==> src/rtl/divider_iter_pkg.sv <==
// Shared definitions for the iterative divider: FSM state encodings.
// Encodings are kept identical to the legacy include so traces line up.
package divider_iter_pkg;

    localparam logic [1:0] DIV_IDLE = 2'd0;
    localparam logic [1:0] DIV_BUSY = 2'd1;
    localparam logic [1:0] DIV_FIX  = 2'd2;

endpackage

==> src/rtl/divider_iter_div_step.sv <==
// One restoring-division iteration: shift in the next dividend bit, trial-subtract
// the divisor, keep the difference when non-negative and shift the quotient bit in.
module div_step #(
    parameter int WIDTH = 32
) (
    input  logic [WIDTH-1:0] acc,
    input  logic [WIDTH-1:0] dq,
    input  logic [WIDTH-1:0] dvs,
    output logic [WIDTH-1:0] acc_next,
    output logic [WIDTH-1:0] dq_next
);

    logic [WIDTH:0] shifted;
    logic [WIDTH:0] trial;

    always_comb begin
        // acc MSB is kept as bit WIDTH so divisors above 2^(WIDTH-1) still divide correctly
        shifted  = {acc, dq[WIDTH-1]};
        trial    = shifted - {1'b0, dvs};
        acc_next = trial[WIDTH] ? shifted[WIDTH-1:0] : trial[WIDTH-1:0];
        dq_next  = {dq[WIDTH-2:0], ~trial[WIDTH]};
    end

endmodule

==> src/rtl/divider_iter.sv <==
// Iterative restoring divider, signed or unsigned per operation, with quotient,
// remainder, divide-by-zero and overflow reporting and a fixed WIDTH+2 cycle latency.
module divider_iter
    import divider_iter_pkg::*;
#(
    parameter int WIDTH = 32,
    parameter int CNT_W = $clog2(WIDTH + 1)
) (
    input  logic             clock,
    input  logic             reset,
    input  logic             start,
    input  logic             is_signed,
    input  logic [WIDTH-1:0] dividend,
    input  logic [WIDTH-1:0] divisor,
    output logic             in_ready,
    output logic             done,
    output logic [WIDTH-1:0] quotient,
    output logic [WIDTH-1:0] remainder,
    output logic             div_by_zero,
    output logic             overflow
);

    localparam logic [WIDTH-1:0] MIN_VAL = {1'b1, {(WIDTH-1){1'b0}}};

    logic [1:0]       state;
    logic [CNT_W-1:0] count;
    logic [WIDTH-1:0] acc, dq, dvs, dividend_raw;
    logic [WIDTH-1:0] acc_next, dq_next;
    logic [WIDTH-1:0] dividend_mag, divisor_mag;
    logic [WIDTH-1:0] q_fix, r_fix;
    logic             neg_q, neg_r, zero_f, ovf_f;

    assign in_ready = (state == DIV_IDLE);

    div_step #(.WIDTH(WIDTH)) u_step (
        .acc      (acc),
        .dq       (dq),
        .dvs      (dvs),
        .acc_next (acc_next),
        .dq_next  (dq_next)
    );

    always_comb begin
        dividend_mag = (is_signed & dividend[WIDTH-1]) ? -dividend : dividend;
        divisor_mag  = (is_signed & divisor[WIDTH-1])  ? -divisor  : divisor;
    end

    // Special cases override the iterated result; the iteration still runs so latency is fixed
    always_comb begin
        q_fix = neg_q ? -dq  : dq;
        r_fix = neg_r ? -acc : acc;
        if (zero_f) begin
            q_fix = '1;
            r_fix = dividend_raw;
        end else if (ovf_f) begin
            q_fix = MIN_VAL;
            r_fix = '0;
        end
    end

    always_ff @(posedge clock) begin
        if (reset) begin
            state        <= DIV_IDLE;
            count        <= '0;
            acc          <= '0;
            dq           <= '0;
            dvs          <= '0;
            dividend_raw <= '0;
            neg_q        <= 1'b0;
            neg_r        <= 1'b0;
            zero_f       <= 1'b0;
            ovf_f        <= 1'b0;
            done         <= 1'b0;
            quotient     <= '0;
            remainder    <= '0;
            div_by_zero  <= 1'b0;
            overflow     <= 1'b0;
        end else begin
            done <= 1'b0;
            case (state)
                DIV_IDLE: begin
                    if (start) begin
                        acc          <= '0;
                        dq           <= dividend_mag;
                        dvs          <= divisor_mag;
                        dividend_raw <= dividend;
                        neg_q        <= is_signed & (dividend[WIDTH-1] ^ divisor[WIDTH-1]);
                        neg_r        <= is_signed & dividend[WIDTH-1];
                        zero_f       <= (divisor == '0);
                        ovf_f        <= is_signed & (dividend == MIN_VAL) & (divisor == '1);
                        count        <= '0;
                        div_by_zero  <= 1'b0;
                        overflow     <= 1'b0;
                        state        <= DIV_BUSY;
                    end
                end
                DIV_BUSY: begin
                    acc   <= acc_next;
                    dq    <= dq_next;
                    count <= count + 1'b1;
                    if (count == CNT_W'(WIDTH - 1))
                        state <= DIV_FIX;
                end
                DIV_FIX: begin
                    quotient    <= q_fix;
                    remainder   <= r_fix;
                    div_by_zero <= zero_f;
                    overflow    <= ovf_f;
                    done        <= 1'b1;
                    state       <= DIV_IDLE;
                end
                default: state <= DIV_IDLE;
            endcase
        end
    end

endmodule

==> config.mk <==
export PLATFORM = sky130hd
export DESIGN_NAME = divider_iter
export DESIGN_NICKNAME = d
export VERILOG_FILES = /design/src/rtl/divider_iter_pkg.sv /design/src/rtl/divider_iter_div_step.sv /design/src/rtl/divider_iter.sv
export SDC_FILE = /design/constraint.sdc
export NUM_CORES = 1
export LEC_CHECK = 0
export BUFFER_PORTS_ARGS = -buffer_cell sky130_fd_sc_hd__buf_2
export CAP_MARGIN = 10
export CELL_PAD_IN_SITES_DETAIL_PLACEMENT = 1
export CELL_PAD_IN_SITES_GLOBAL_PLACEMENT = 2
export CORE_ASPECT_RATIO = 1.75
export CORE_MARGIN = 4
export CORE_UTILIZATION = 31
export CTS_CLUSTER_DIAMETER = 80
export DETAILED_ROUTE_END_ITERATION = 7
export PLACE_DENSITY_LB_ADDON = 0.08
export SLEW_MARGIN = 40
export SYNTH_ARGS = -nofsm -noshare
export SYNTH_HDL_FRONTEND = slang
export SYNTH_SLANG_ARGS = --single-unit
==> constraint.sdc <==
create_clock -name clock -period 5.2 [get_ports clock]
set_input_delay 0.52 -clock clock [delete_from_list [all_inputs] [get_ports clock]]
set_output_delay 0.52 -clock clock [all_outputs]
set_load 0.03 [all_outputs]
Yosys cells after proc, flatten, opt, wreduce, memory -nomap -nowiden:

Cells that the tools add are included.

* bits in registers: 207
* input port bits: 68
* output and inout bits: 68
* logic and storage cells: 65

* add/subtract/negate cells: 6
* equal/unequal tests: 7
* multiplexer cells: 22
* bitwise operators: 7
* reductions and logical operators: 8

Operator list (count)
* $mux 32: 11
* $neg 32->32: 4
* $pmux 32 s2: 2
* $eq 32x32->1 const B: 2
* $sub 33x32->33: 1
* $logic_not 32->1: 1
* $pmux 6 s2: 1
* $reduce_and 2->1: 4
* $add 6x1->6 const B: 1
* $eq 6x5->1 const B: 1
* $mux 6: 1
* $and 1x1->1: 5
* $mux 2: 2
* $ne 2x2->1 const B: 2
* $pmux 1 s2: 2
* $pmux 2 s2: 1
* $reduce_bool 2->1: 2
* $eq 2x1->1 const B: 1
* $eq 2x2->1 const B: 1
* $logic_not 2->1: 1
* $mux 1: 2
* $not 1->1: 1
* $xor 1x1->1: 1

Longest topological paths before layout:

Gate-level depths: netlist of run 1.

* word-level depth: 4
* gate-level depth with buffers: 13
* gate-level depth less buffers: 12

Modules after synthesis:

A second synthesis of run 1 with hierarchy kept.

* cells, all modules: 1599
* area, all modules: 12836.1 µm²

Modules (own cells, without submodules)
* divider_iter: times used 1, cells an instance 1257, area an instance 10347.4 µm², sequential area each 4144.0 µm²
* div_step: times used 1, cells an instance 342, area an instance 2488.6 µm², sequential area each 0.0 µm²

Least setup slack after synthesis of run 1:

OpenSTA, ideal clock, no wires.

* path kind: input -> register
* from: in divisor[13]
* to: reg dvs[26]
* library setup time: 86 ps
* arrival time: 2830 ps
* required time: 5114 ps
* path slack: 2285 ps
* cell stages on the path: 8
* buffers on the path: 0
* path through: or4_4 -> or3_4 -> or4_4 -> or2_1 -> nor4_4 -> a21oi_1 -> xnor2_1 -> a211oi_1

* longest elaborated chain between the ends: 2

Ends and longest elaborated chain
* start: declaration: line divider_iter.sv:14 `input logic [WIDTH-1:0] divisor,`
* $neg 32->32: line divider_iter.sv:45 `divisor_mag = (is_signed & divisor[WIDTH-1]) ? -divisor : divisor;`
* $mux 32: line divider_iter.sv:45
* end signal: assignment: line divider_iter.sv:85 `dvs <= divisor_mag;`
* end: declaration: line divider_iter.sv:27 `logic [WIDTH-1:0] acc, dq, dvs, dividend_raw;`

No other way between the ends.
A chain may end at the register's enable or synchronous reset.

Final worst setup path of run 1:

* from: reg dq[31]
* to: reg acc[16]

* longest elaborated chain between the ends: 3

Ends and longest elaborated chain
* start: declaration: line divider_iter.sv:27
* start signal: assignment: line divider_iter.sv:84 `dq <= dividend_mag;`
* start signal: assignment: line divider_iter.sv:99 `dq <= dq_next;`
* $sub 33x32->33: line divider_iter_div_step.sv:19 `trial = shifted - {1'b0, dvs};`
* $mux 32: line divider_iter_div_step.sv:20 `acc_next = trial[WIDTH] ? shifted[WIDTH-1:0] : trial[WIDTH-1:0];`
* $pmux 32 s2: line divider_iter.sv:80 `case (state)`
* end signal: assignment: line divider_iter.sv:98 `acc <= acc_next;`
* end: declaration: line divider_iter.sv:27

No other way between the ends.

==> results of run 1 <==
## worst min-delay path by stage
stage	startpoint	to	slack, ns	cells after the start
floorplan	dvs[31]$_SDFFE_PP0P_	dvs[31]$_SDFFE_PP0P_	0.43	2
global placement	dividend_raw[21]$_SDFFE_PP0P_	dividend_raw[21]$_SDFFE_PP0P_	0.44	2
detailed placement	dividend_raw[31]$_SDFFE_PP0P_	dividend_raw[31]$_SDFFE_PP0P_	0.45	2
CTS	dividend[6]	dividend_raw[6]$_SDFFE_PP0P_	0.25	3
global route	dividend[6]	dividend_raw[6]$_SDFFE_PP0P_	0.27	3
finish	dividend[18]	dividend_raw[18]$_SDFFE_PP0P_	0.27	3
## power by group through the flow
stage / logic (mW) / registers (mW) / clock network [mW]
after CTS: 0.667 / 1.71 / 1.79
final: 0.657 / 1.71 / 1.73
after floorplan: 0.436 / 1.72 / 0
after global routing: 0.732 / 1.72 / 1.85
after global placement: 0.660 / 1.75 / 0
after detailed placement: 0.665 / 1.75 / 0
## area by class of cell
type	instances	area [um2]	share of cell area
inverter	54	204	0.0143
timing repair buffer	154	853	0.0598
multi-input combinational	1239	7680	0.538
sequential	207	4150	0.290
tap	490	613	0.0429
clock inverter	6	80.1	0.00561
clock buffer	37	701	0.0491
## cells by family after synthesis
family | Yosys count
AOI/OAI and AO/OA | 457
xor gates and xnor gates | 137
adders and majority gates | 39
buffers and inverters | 160
DFF | 207
muxes | 28
and+or+nand+nor | 578
## cells in the mapped netlist (8+ instances only)
library cell	n
a31oi_1	22
nor4_1	12
o211ai_1	11
nand4_1	17
nand2b_1	14
mux2i_1	27
clkbuf_1	97
xor2_1	70
a21oi_1	133
inv_1	53
and2_1	8
o21a_1	11
nor2_1	129
nor3_1	44
a21o_1	15
or3_1	17
or4_1	9
o21ai_0	95
o22ai_1	17
dfxtp_1	207
o31ai_1	25
o41ai_1	11
a211oi_1	31
nand3_1	35
a22oi_1	27
xnor2_1	67
ha_1	38
nand2_1	226
and3_1	23
a221oi_1	15
## routing by layer
metal | vias up | share of wire | track usage
li1 | 5855 | - | -
met4 | 0 | 0.033 | 0.0731
met1 | 5844 | 0.36 | 0.227
met5 | - | 0 | 0
met2 | 131 | 0.59 | 0.466
met3 | 55 | 0.019 | 0.0179
## sequential cells by signal (all words and copies together), names as in the netlist
| signal | flops |
|---|---|
| acc | 32 |
| dividend_raw | 32 |
| dq | 32 |
| dvs | 32 |
| quotient | 32 |
| remainder | 32 |
| count | 6 |
| state | 2 |
| div_by_zero | 1 |
| done | 1 |
| neg_q | 1 |
| neg_r | 1 |
| overflow | 1 |
| ovf_f | 1 |
| zero_f | 1 |
## worst register-to-register path, delay by kind of cell, from the launching register on
family	cells	cell delay, ns
flops	1	0.33
buf+inv	2	0.38
simple gates	3	0.84
mux	1	0.27
fa+ha+maj	2	0.62
compound gates	5	1.30
==> out/qor.yml, run 1 <==
synth:
  ys_types: 73
  syn-num-nets: 1713
  synth_cells: 1606
  ys_async_sr_fraction: 0
  synth_edf_count: 0
  yosys.area_share.xor_xnor: 0.0969
  ys.flop_type: "dfxtp_1"
  yosys.area_share.simple: 0.221
  synthMuxAreaShare: 0.0227
  synth_top_cell_area_share: 0.335
  synth_top_family_by_area: "compound AO/OA/AOI/OAI gates"
  yosys.area_share.adder: 0.0400
  synth_seq_area_share: 0.335
  ys_top_cells_by_area: "dfxtp_1 (33%), nand2_1 (6.8%), a21oi_1 (5.4%)"
  synth_area_um2: 12400
  yosysWarnings: 0
  ys_ff_latch: 207
  syn_area_per_cell_um2: 7.71
  synth.largest_area_cell: "dfxtp_1"
  synth_compound_area_frac: 0.235
finish:
  fin_cells: 2187
  final_common_cell: "nand2_1"
  antenna_cells: 0
  fill_cells: 4872
  syn_to_final_growth_pct: 15.3
  final_util: 0.362
  final_cell_mix: "nand2_1 (225), dfxtp_1 (205), buf_2 (134)"
  drive_above_1_share: 0.138
  final_cell_area_um2: 14300
  nets: 1787
global_routing:
  gr-total-overflow: 0
  grt_first_pass_wirelength_um: 76100
  grt_usage: 0.223
  grt_pass1_vias: 12497
  antenna_found_initial: 0
  grt_max_degree: 114
setup_path:
  r2r_slack_ns: 1.34
  critPathLaunchType: "flip-flop"
  setup.worst_path.class: "reg2reg"
  path_depth: 13
  regToRegEndpoint: "acc[16]$_SDFFE_PP0P_"
  critPathBufInv: 2
  cp_slowest_cell: "nor3_4"
  max_stage_delay_ns: 0.58
  cp_data_arrival_time_ns: 4.27
  end_kind: "flip-flop"
  cp_top_family: "compound AO/OA/AOI/OAI gates"
  cp_max_fo: 28
  crit_chain: "inv_1 -> ha_1 -> fa_1 -> nor2b_1 -> o31a_1 -> o211ai_1 -> a21oi_1 -> a31o_2 -> nor4_1 -> nor3_4 -> buf_12 -> mux2i_1 -> o21ai_0"
  crit_path_start: "dq[31]$_SDFFE_PP0P_"
  required_ns: 5.61
  critPathCapture: "acc[16]$_SDFFE_PP0P_"
  reg2reg_depth: 13
  critical_path.reg2reg.startpoint: "dq[31]$_SDFFE_PP0P_"
sta:
  whs_ns: 0.273
  drv_slew: 0
  setup_ws_ns: 1.34
  fin_setup_tns_ns: 0
  hold_violations: 0
  fin_crit_ns: 3.86
  relSlewSlack: 0.473
  min_period_over_period: 0.743
  fmax_mhz: 259
  tightestPinTransition_ns: 0.784
  rsz0062_at_grt: "no"
  final.setup_skew_ns: 0.0181
  setup_viol: 0
clocking:
  cts.sinks: 207
  clock_latency_ns: 0.54
  cts_root_buf: "clkbuf_16"
  cts_setup_buffers: 0
  cts_resized: 0
  cts_tree: "built"
  holdBufCountCts: 0
  cts_max_path_buffers: 3
  htreeDepth: 1
  numCtsBuffers: 24
  path_clk_slew_ns: 0.06
placement:
  postPlaceCellArea_um2: 13500
  hpwl_um: 38000
  dp_cells: 2143
  io_buffers: 135
  place_ws_ns: 1.40
  routabilityCongestion: 0.836
drt:
  post_drt_wl_per_cell_um: 22.6
  dr.pass1.iters: 5
  vias: 11885
  drc: 0
  ant_nets: 0
  vias_per_cell: 5.43
  finalWirelength_um: 49500
  drt_iter0_markers: 514
power:
  power_mw: 4.10
  power.density_nw_per_um2: 287
  vdd_drop_max_mv: 0.256
  netSwitchingFraction: 0.293
  p_leak_nw: 5.56
  p_comb_frac: 0.160
  pwr-share-seq: 0.418
  clockPowerShare: 0.422
  p_int_mw: 2.90
  p_switching_mw: 1.20
floorplan:
  coreArea_um2: 39400
  io_pins: 136
  die_w_um: 159
  start_util: 0.314
  die_h_um: 272
  die_area_um2: 43300
  std_cell_rows: 96
status:
  status: "finished clean"
flow_run:
  maxCapViolCount: 0
hold_path:
  worstHoldPathType: "in2reg"
(Power assumes the default switching activity.)
==> run 2, diff against run 1 <==
==> constraint.sdc (replaced) <==
create_clock -name clock -period 3.4 [get_ports clock]
set_input_delay 0.34 -clock clock [delete_from_list [all_inputs] [get_ports clock]]
set_output_delay 0.34 -clock clock [all_outputs]
set_load 0.03 [all_outputs]
==> run 2 against run 1 <==
Setup slack lost 1.2 ns; combinational power grew 57%; power grew 58%; maximum frequency grew 19%; via count grew 1.6%; register-to-register slack lost 1.2 ns; sequential share of layout area shrank 0.76 points; utilization grew 0.95 points; hold slack lost 0.18 ns; first-iteration DRC count shrank 14%; clock skew shrank 0.0052 ns; critical endpoint is now acc[31]$_SDFFE_PP0P_; largest power group unchanged.
==> out/qor.yml, run 2 (synthesized netlist as in run 1, its figures left out) <==
status:
  status: "finished clean"
setup_path:
  cp_data_arrival_time_ns: 3.64  # -0.63 ns
  crit_path_start: "acc[1]$_SDFFE_PP0P_"
  required_ns: 3.80  # -1.81 ns
  end_kind: "flip-flop"
  critPathBufInv: 2  # unchanged
  cp_max_fo: 5  # -82%
  max_stage_delay_ns: 0.64  # +0.06 ns
  cp_top_family: "compound AO/OA/AOI/OAI gates"
  cp_slowest_cell: "a2111oi_1"
  crit_chain: "ha_1 -> o211ai_1 -> a21oi_1 -> a2111oi_0 -> buf_4 -> o31ai_1 -> a2111oi_1 -> buf_4 -> o31ai_1 -> xor2_1 -> mux2i_1 -> o21ai_1"
  critical_path.reg2reg.startpoint: "acc[1]$_SDFFE_PP0P_"
  setup.worst_path.class: "reg2reg"
  critPathLaunchType: "flip-flop"
drt:
  ant_nets: 0  # unchanged
  dr.pass1.iters: 5  # unchanged
  vias_per_cell: 5.42  # -0.20%
  finalWirelength_um: 49700  # +0.34%
  post_drt_wl_per_cell_um: 22.3  # -1.4%
  drt_iter0_markers: 442  # -14%
  vias: 12073  # +1.6%
  drc: 0  # unchanged
sta:
  hold_violations: 0  # unchanged
  fmax_mhz: 309  # +19%
  final.setup_skew_ns: 0.0128  # -0.00524 ns
  whs_ns: 0.0907  # -0.183 ns
  drv_slew: 0  # unchanged
  min_period_over_period: 0.953  # +0.210
  tightestPinTransition_ns: 0.767  # -0.0166 ns
  fin_crit_ns: 3.24  # -0.623 ns
  fin_setup_tns_ns: 0  # unchanged
  setup_viol: 0  # unchanged
  relSlewSlack: 0.488  # +0.0156
  rsz0062_at_grt: "no"
floorplan:
  coreArea_um2: 39400  # unchanged
  die_h_um: 272  # unchanged
  die_area_um2: 43300  # unchanged
  std_cell_rows: 96  # unchanged
  die_w_um: 159  # unchanged
  io_pins: 136  # unchanged
  start_util: 0.314  # unchanged
clocking:
  cts_root_buf: "clkbuf_16"
  cts_tree: "built"
  clock_latency_ns: 0.53  # about the same
  holdBufCountCts: 0  # unchanged
  cts_max_path_buffers: 3  # unchanged
  path_clk_slew_ns: 0.07  # about the same
  htreeDepth: 1  # unchanged
  numCtsBuffers: 23  # -4.2%
  cts.sinks: 207  # unchanged
global_routing:
  antenna_found_initial: 0  # unchanged
  grt_pass1_vias: 12566  # +0.55%
  grt_first_pass_wirelength_um: 75800  # -0.37%
  grt_usage: 0.222  # -0.000286
  grt_max_degree: 152  # +33%
  gr-total-overflow: 0  # unchanged
power:
  p_leak_nw: 5.79  # +4.3%
  vdd_drop_max_mv: 0.372  # +46%
  power.density_nw_per_um2: 443  # +54%
finish:
  final_util: 0.372  # +0.00946
  regArea_um2: 4140  # about the same
  nets: 1827  # +2.2%
  antenna_cells: 0  # unchanged
  fill_cells: 4866  # -0.12%
  syn_to_final_growth_pct: 18.3
  final_common_cell: "nand2_1"
  final_cell_mix: "nand2_1 (225), dfxtp_1 (207), buf_2 (134)"
  multi_input_comb_area_um2: 7680  # about the same
  drive_above_1_share: 0.161  # +0.0234
placement:
  io_buffers: 135  # unchanged
  hpwl_um: 38600  # +1.6%
  routabilityCongestion: 0.850  # +1.7%
flow_run:
  maxCapViolCount: 0  # unchanged
hold_path:
  hp-start: "dividend[18]"
  worstHoldPathType: "in2reg"
-- run 2: worst paths after layout --
| kind | endpoint | slack, ns | cells after the start |
|---|---|---|---|
| worst max-delay path | acc[31]$_SDFFE_PP0P_ | 0.16 | 12 |
| worst min-delay path | dividend_raw[18]$_SDFFE_PP0P_ | 0.09 | 3 |
| worst max register to register | acc[31]$_SDFFE_PP0P_ | 0.16 | 12 |
| worst min register to register | dividend_raw[29]$_SDFFE_PP0P_ | 0.45 | 2 |
-- run 2: cell type report --
| type | count | area share |
|---|---|---|
| flip-flops and latches | 207 | 0.283 |
| multi-input cells | 1239 | 0.525 |
| clock inverters | 13 | 0.0137 |
| inverters | 54 | 0.0139 |
| clock buffers | 28 | 0.0440 |
| repair buffers | 195 | 0.0790 |
| well taps | 490 | 0.0419 |
-- run 2: metal layers --
| layer | vias to the layer above | wire length, um | track usage |
|---|---|---|---|
| li1 | 5943 | - | - |
| met4 | 0 | 1590 | 0.0720 |
| met3 | 54 | 905 | 0.0170 |
| met1 | 5951 | 17700 | 0.219 |
| met5 | - | 0 | 0 |
| met2 | 125 | 29500 | 0.476 |
-- run 2: worst register-to-register path, delay by kind of cell, from the launching register on --
| kind | cells | cell delay, ns |
|---|---|---|
| AOI/OAI and AO/OA | 7 | 1.67 |
| buffers and inverters | 2 | 0.43 |
| adders and majority gates | 1 | 0.37 |
| DFF | 1 | 0.35 |
| muxes | 1 | 0.16 |
| xor gates and xnor gates | 1 | 0.15 |
-- run 2: power by group --
group	switching, mW	internal [mW]	total (mW)
registers	0.0910	2.52	2.61
clock network	1.12	1.73	2.85
logic	0.667	0.364	1.03
-- run 2: repair_timing --
| item | CTS | global route |
|---|---|---|
| pin swaps | 0 | 1 |
| setup endpoints to repair | 1 | 25 |
| resized for setup | 1 | 1 |
| setup buffers | 0 | 1 |
-- run 2: metrics by stage --
| step | instances | power, mW | worst slack [ns] | area, um2 |
|---|---|---|---|---|
| after floorplan | 1606 | 3.29 | 0.579 | 12400 |
| after global routing | 2226 | 6.78 | 0.00912 | 14600 |
| after CTS | 2225 | 6.59 | 0.0531 | 14600 |
| final | 2226 | 6.49 | 0.161 | 14600 |
| after detailed placement | 2184 | 3.71 | 0.0348 | 13800 |
| after global placement | 2184 | 3.70 | 0.0158 | 13800 |
==> run 3, diff against run 2 <==
--- a/config.mk
+++ b/config.mk
@@ -10,7 +10,7 @@
 export CELL_PAD_IN_SITES_DETAIL_PLACEMENT = 1
 export CELL_PAD_IN_SITES_GLOBAL_PLACEMENT = 2
 export CORE_ASPECT_RATIO = 1.75
-export CORE_MARGIN = 4
+export CORE_MARGIN = 10
 export CORE_UTILIZATION = 31
 export CTS_CLUSTER_DIAMETER = 80
 export DETAILED_ROUTE_END_ITERATION = 7
==> run 3 against run 2 <==
Sequential power about the same; routed wire length rose by 3.7%; clock skew grew 0.0093 ns; non-clock buffer count increased by 12; maximum frequency increased by 0.98%; critical path depth is 2 higher; die area grew 12%; final cell count grew 0.49%; setup slack better by 0.031 ns; critical path type unchanged; highest routed layer is now met5.
==> out/qor.yml, run 3 (synthesized netlist as in run 1, its figures left out) <==
status:
  status: "finished clean"
hold_path:
  hold_depth: 3  # unchanged
  hold_end: "dividend_raw[6]$_SDFFE_PP0P_"
  hp-start: "dividend[6]"
  worstHoldPathType: "in2reg"
drt:
  dr.pass1.iters: 5  # unchanged
  drt_iter0_markers: 541  # +22%
  post_drt_wl_per_cell_um: 23.0  # +3.2%
  drc: 0  # unchanged
  finalWirelength_um: 51500  # +3.7%
  ant_nets: 0  # unchanged
  vias_per_cell: 5.42  # about the same
  vias: 12123  # +0.41%
setup_path:
  reg2reg_depth: 14  # +2
  critical_path.reg2reg.startpoint: "dvs[7]$_SDFFE_PP0P_"
  cp_data_arrival_time_ns: 3.61  # -0.03 ns
  max_stage_delay_ns: 0.33  # -0.31 ns
  cp_slowest_cell: "dfxtp_1"
  r2r_slack_ns: 0.19  # +0.03 ns
  critPathLaunchType: "flip-flop"
  setup.worst_path.class: "reg2reg"
  required_ns: 3.81  # about the same
  regToRegEndpoint: "acc[6]$_SDFFE_PP0P_"
  critPathBufInv: 4  # +2
  end_kind: "flip-flop"
  crit_chain: "inv_1 -> ha_1 -> a21o_1 -> or3_1 -> o211ai_1 -> a21oi_2 -> buf_4 -> a31o_2 -> and4_1 -> nor3_4 -> buf_12 -> clkbuf_16 -> mux2i_1 -> o21ai_0"
  cp_top_family: "compound AO/OA/AOI/OAI gates"
  cp_max_fo: 17  # +12
flow_run:
  maxCapViolCount: 0  # unchanged
power:
  power.density_nw_per_um2: 425  # -4.2%
  p_leak_nw: 5.82  # +0.41%
  vdd_drop_max_mv: 0.341  # -8.3%
  power_mw: 6.26  # -3.6%
global_routing:
  grt_pass1_vias: 12956  # +3.1%
  gr-total-overflow: 0  # unchanged
  grt_usage: 0.208  # -0.0144
  antenna_found_initial: 2  # +2
  grt_first_pass_wirelength_um: 78500  # +3.6%
  grt_max_degree: 73  # -52%
clocking:
  clock_latency_ns: 0.54  # about the same
  cts_root_buf: "clkbuf_16"
  cts_max_path_buffers: 3  # unchanged
  path_clk_slew_ns: 0.06  # about the same
  numCtsBuffers: 23  # unchanged
  cts.sinks: 207  # unchanged
  htreeDepth: 1  # unchanged
  holdBufCountCts: 0  # unchanged
  cts_tree: "built"
sta:
  fin_crit_ns: 3.21  # -0.0315 ns
  fmax_mhz: 312  # +0.98%
  final.setup_skew_ns: 0.0221  # +0.00927 ns
  hold_violations: 0  # unchanged
  setup_viol: 0  # unchanged
  tightestPinTransition_ns: 0.810  # +0.0431 ns
  setup_ws_ns: 0.192  # +0.0315 ns
  drv_slew: 0  # unchanged
  relSlewSlack: 0.460  # -0.0287
  min_period_over_period: 0.943  # -0.00926
  rsz0062_at_grt: "no"
floorplan:
  die_area_um2: 48700  # +12%
  std_cell_rows: 96  # unchanged
  coreArea_um2: 39400  # unchanged
  die_w_um: 171  # +7.5%
  die_h_um: 284  # +4.4%
  start_util: 0.314  # unchanged
  io_pins: 136  # unchanged
placement:
  io_buffers: 135  # unchanged
  place_ws_ns: 0.0431  # +0.00833 ns
  hpwl_um: 39700  # +3.0%
  routabilityCongestion: 0.854  # +0.52%
finish:
  nets: 1839  # +0.66%
  drive_above_1_share: 0.169  # +0.00814
  syn_to_final_growth_pct: 19.0
  antenna_cells: 0  # unchanged
  final_cell_mix: "nand2_1 (225), dfxtp_1 (206), buf_2 (134)"
  final_common_cell: "nand2_1"
  fill_cells: 4841  # -0.51%
==> run 3: cell count changes in the layout (fill, tap and decap cells not counted), sizes merged <==
cell      before  now
buf          195  205
bufinv         5    2
clkbuf        28   34
clkinv         7    4
clkinvlp       1    2
==> run 3: how the worst max path moves through the flow <==
stage               depth (start not counted)                   end                 from
finish                                     14   acc[6]$_SDFFE_PP0P_  dvs[7]$_SDFFE_PP0P_
global route                               14  acc[21]$_SDFFE_PP0P_  dvs[7]$_SDFFE_PP0P_
CTS                                        14  acc[22]$_SDFFE_PP0P_  dq[31]$_SDFFE_PP0P_
detailed placement                         13  acc[31]$_SDFFE_PP0P_  dvs[2]$_SDFFE_PP0P_
global placement                           13  acc[31]$_SDFFE_PP0P_  dvs[2]$_SDFFE_PP0P_
floorplan                                  11  acc[15]$_SDFFE_PP0P_  acc[6]$_SDFFE_PP0P_
==> run 3: cell type report <==
class                      count  area [um2]  area share
clock buffer                  32         659      0.0447
clock inverter                 8         103     0.00696
sequential                   207        4150       0.281
inverter                      54         204      0.0138
tap                          490         613      0.0416
multi-input combinational   1239        7730       0.524
timing repair buffer         207        1280      0.0870
==> run 3: per-stage QoR <==
stage	utilization	hold slack (ns)	setup TNS [ns]	std cells	instance area, um2
2_1_floorplan	-	0.432	0	1606	12400
3_3_place_gp	0.351	0.440	-0.108	2192	13800
3_5_place_dp	0.351	0.444	0	2192	13800
4_1_cts	0.371	0.0657	0	2232	14600
5_1_grt	0.374	0.0892	0	2237	14700
6_report	0.374	0.0907	0	2237	14700
==> run 3: power by group <==
| part | switching (mW) | internal [mW] | total [mW] |
|---|---|---|---|
| Sequential | 0.0925 | 2.52 | 2.61 |
| Combinational | 0.678 | 0.377 | 1.05 |
| Clock | 1.09 | 1.51 | 2.59 |
| Total | 1.86 | 4.40 | 6.26 |
==> run 3: repair_timing <==
item | 4_1_cts | 5_1_grt
setup endpoints to repair | 1 | 31
pin swaps | 0 | 5
resized for setup | 1 | 12
cloned | 0 | 2
setup buffers | 0 | 3
==> run 3: tightest hold or removal path, stage by stage <==
cell and delay (ns):
buf_2 0.12, nand2_1 0.06, a21oi_1 0.05
==> run 3: routing by layer <==
metal / share of wire / vias to the layer above / track usage
li1: - / 5959 / -
met1: 0.35 / 5935 / 0.204
met2: 0.58 / 161 / 0.421
met3: 0.028 / 64 / 0.0242
met4: 0.038 / 4 / 0.0796
met5: 0.00047 / - / 0
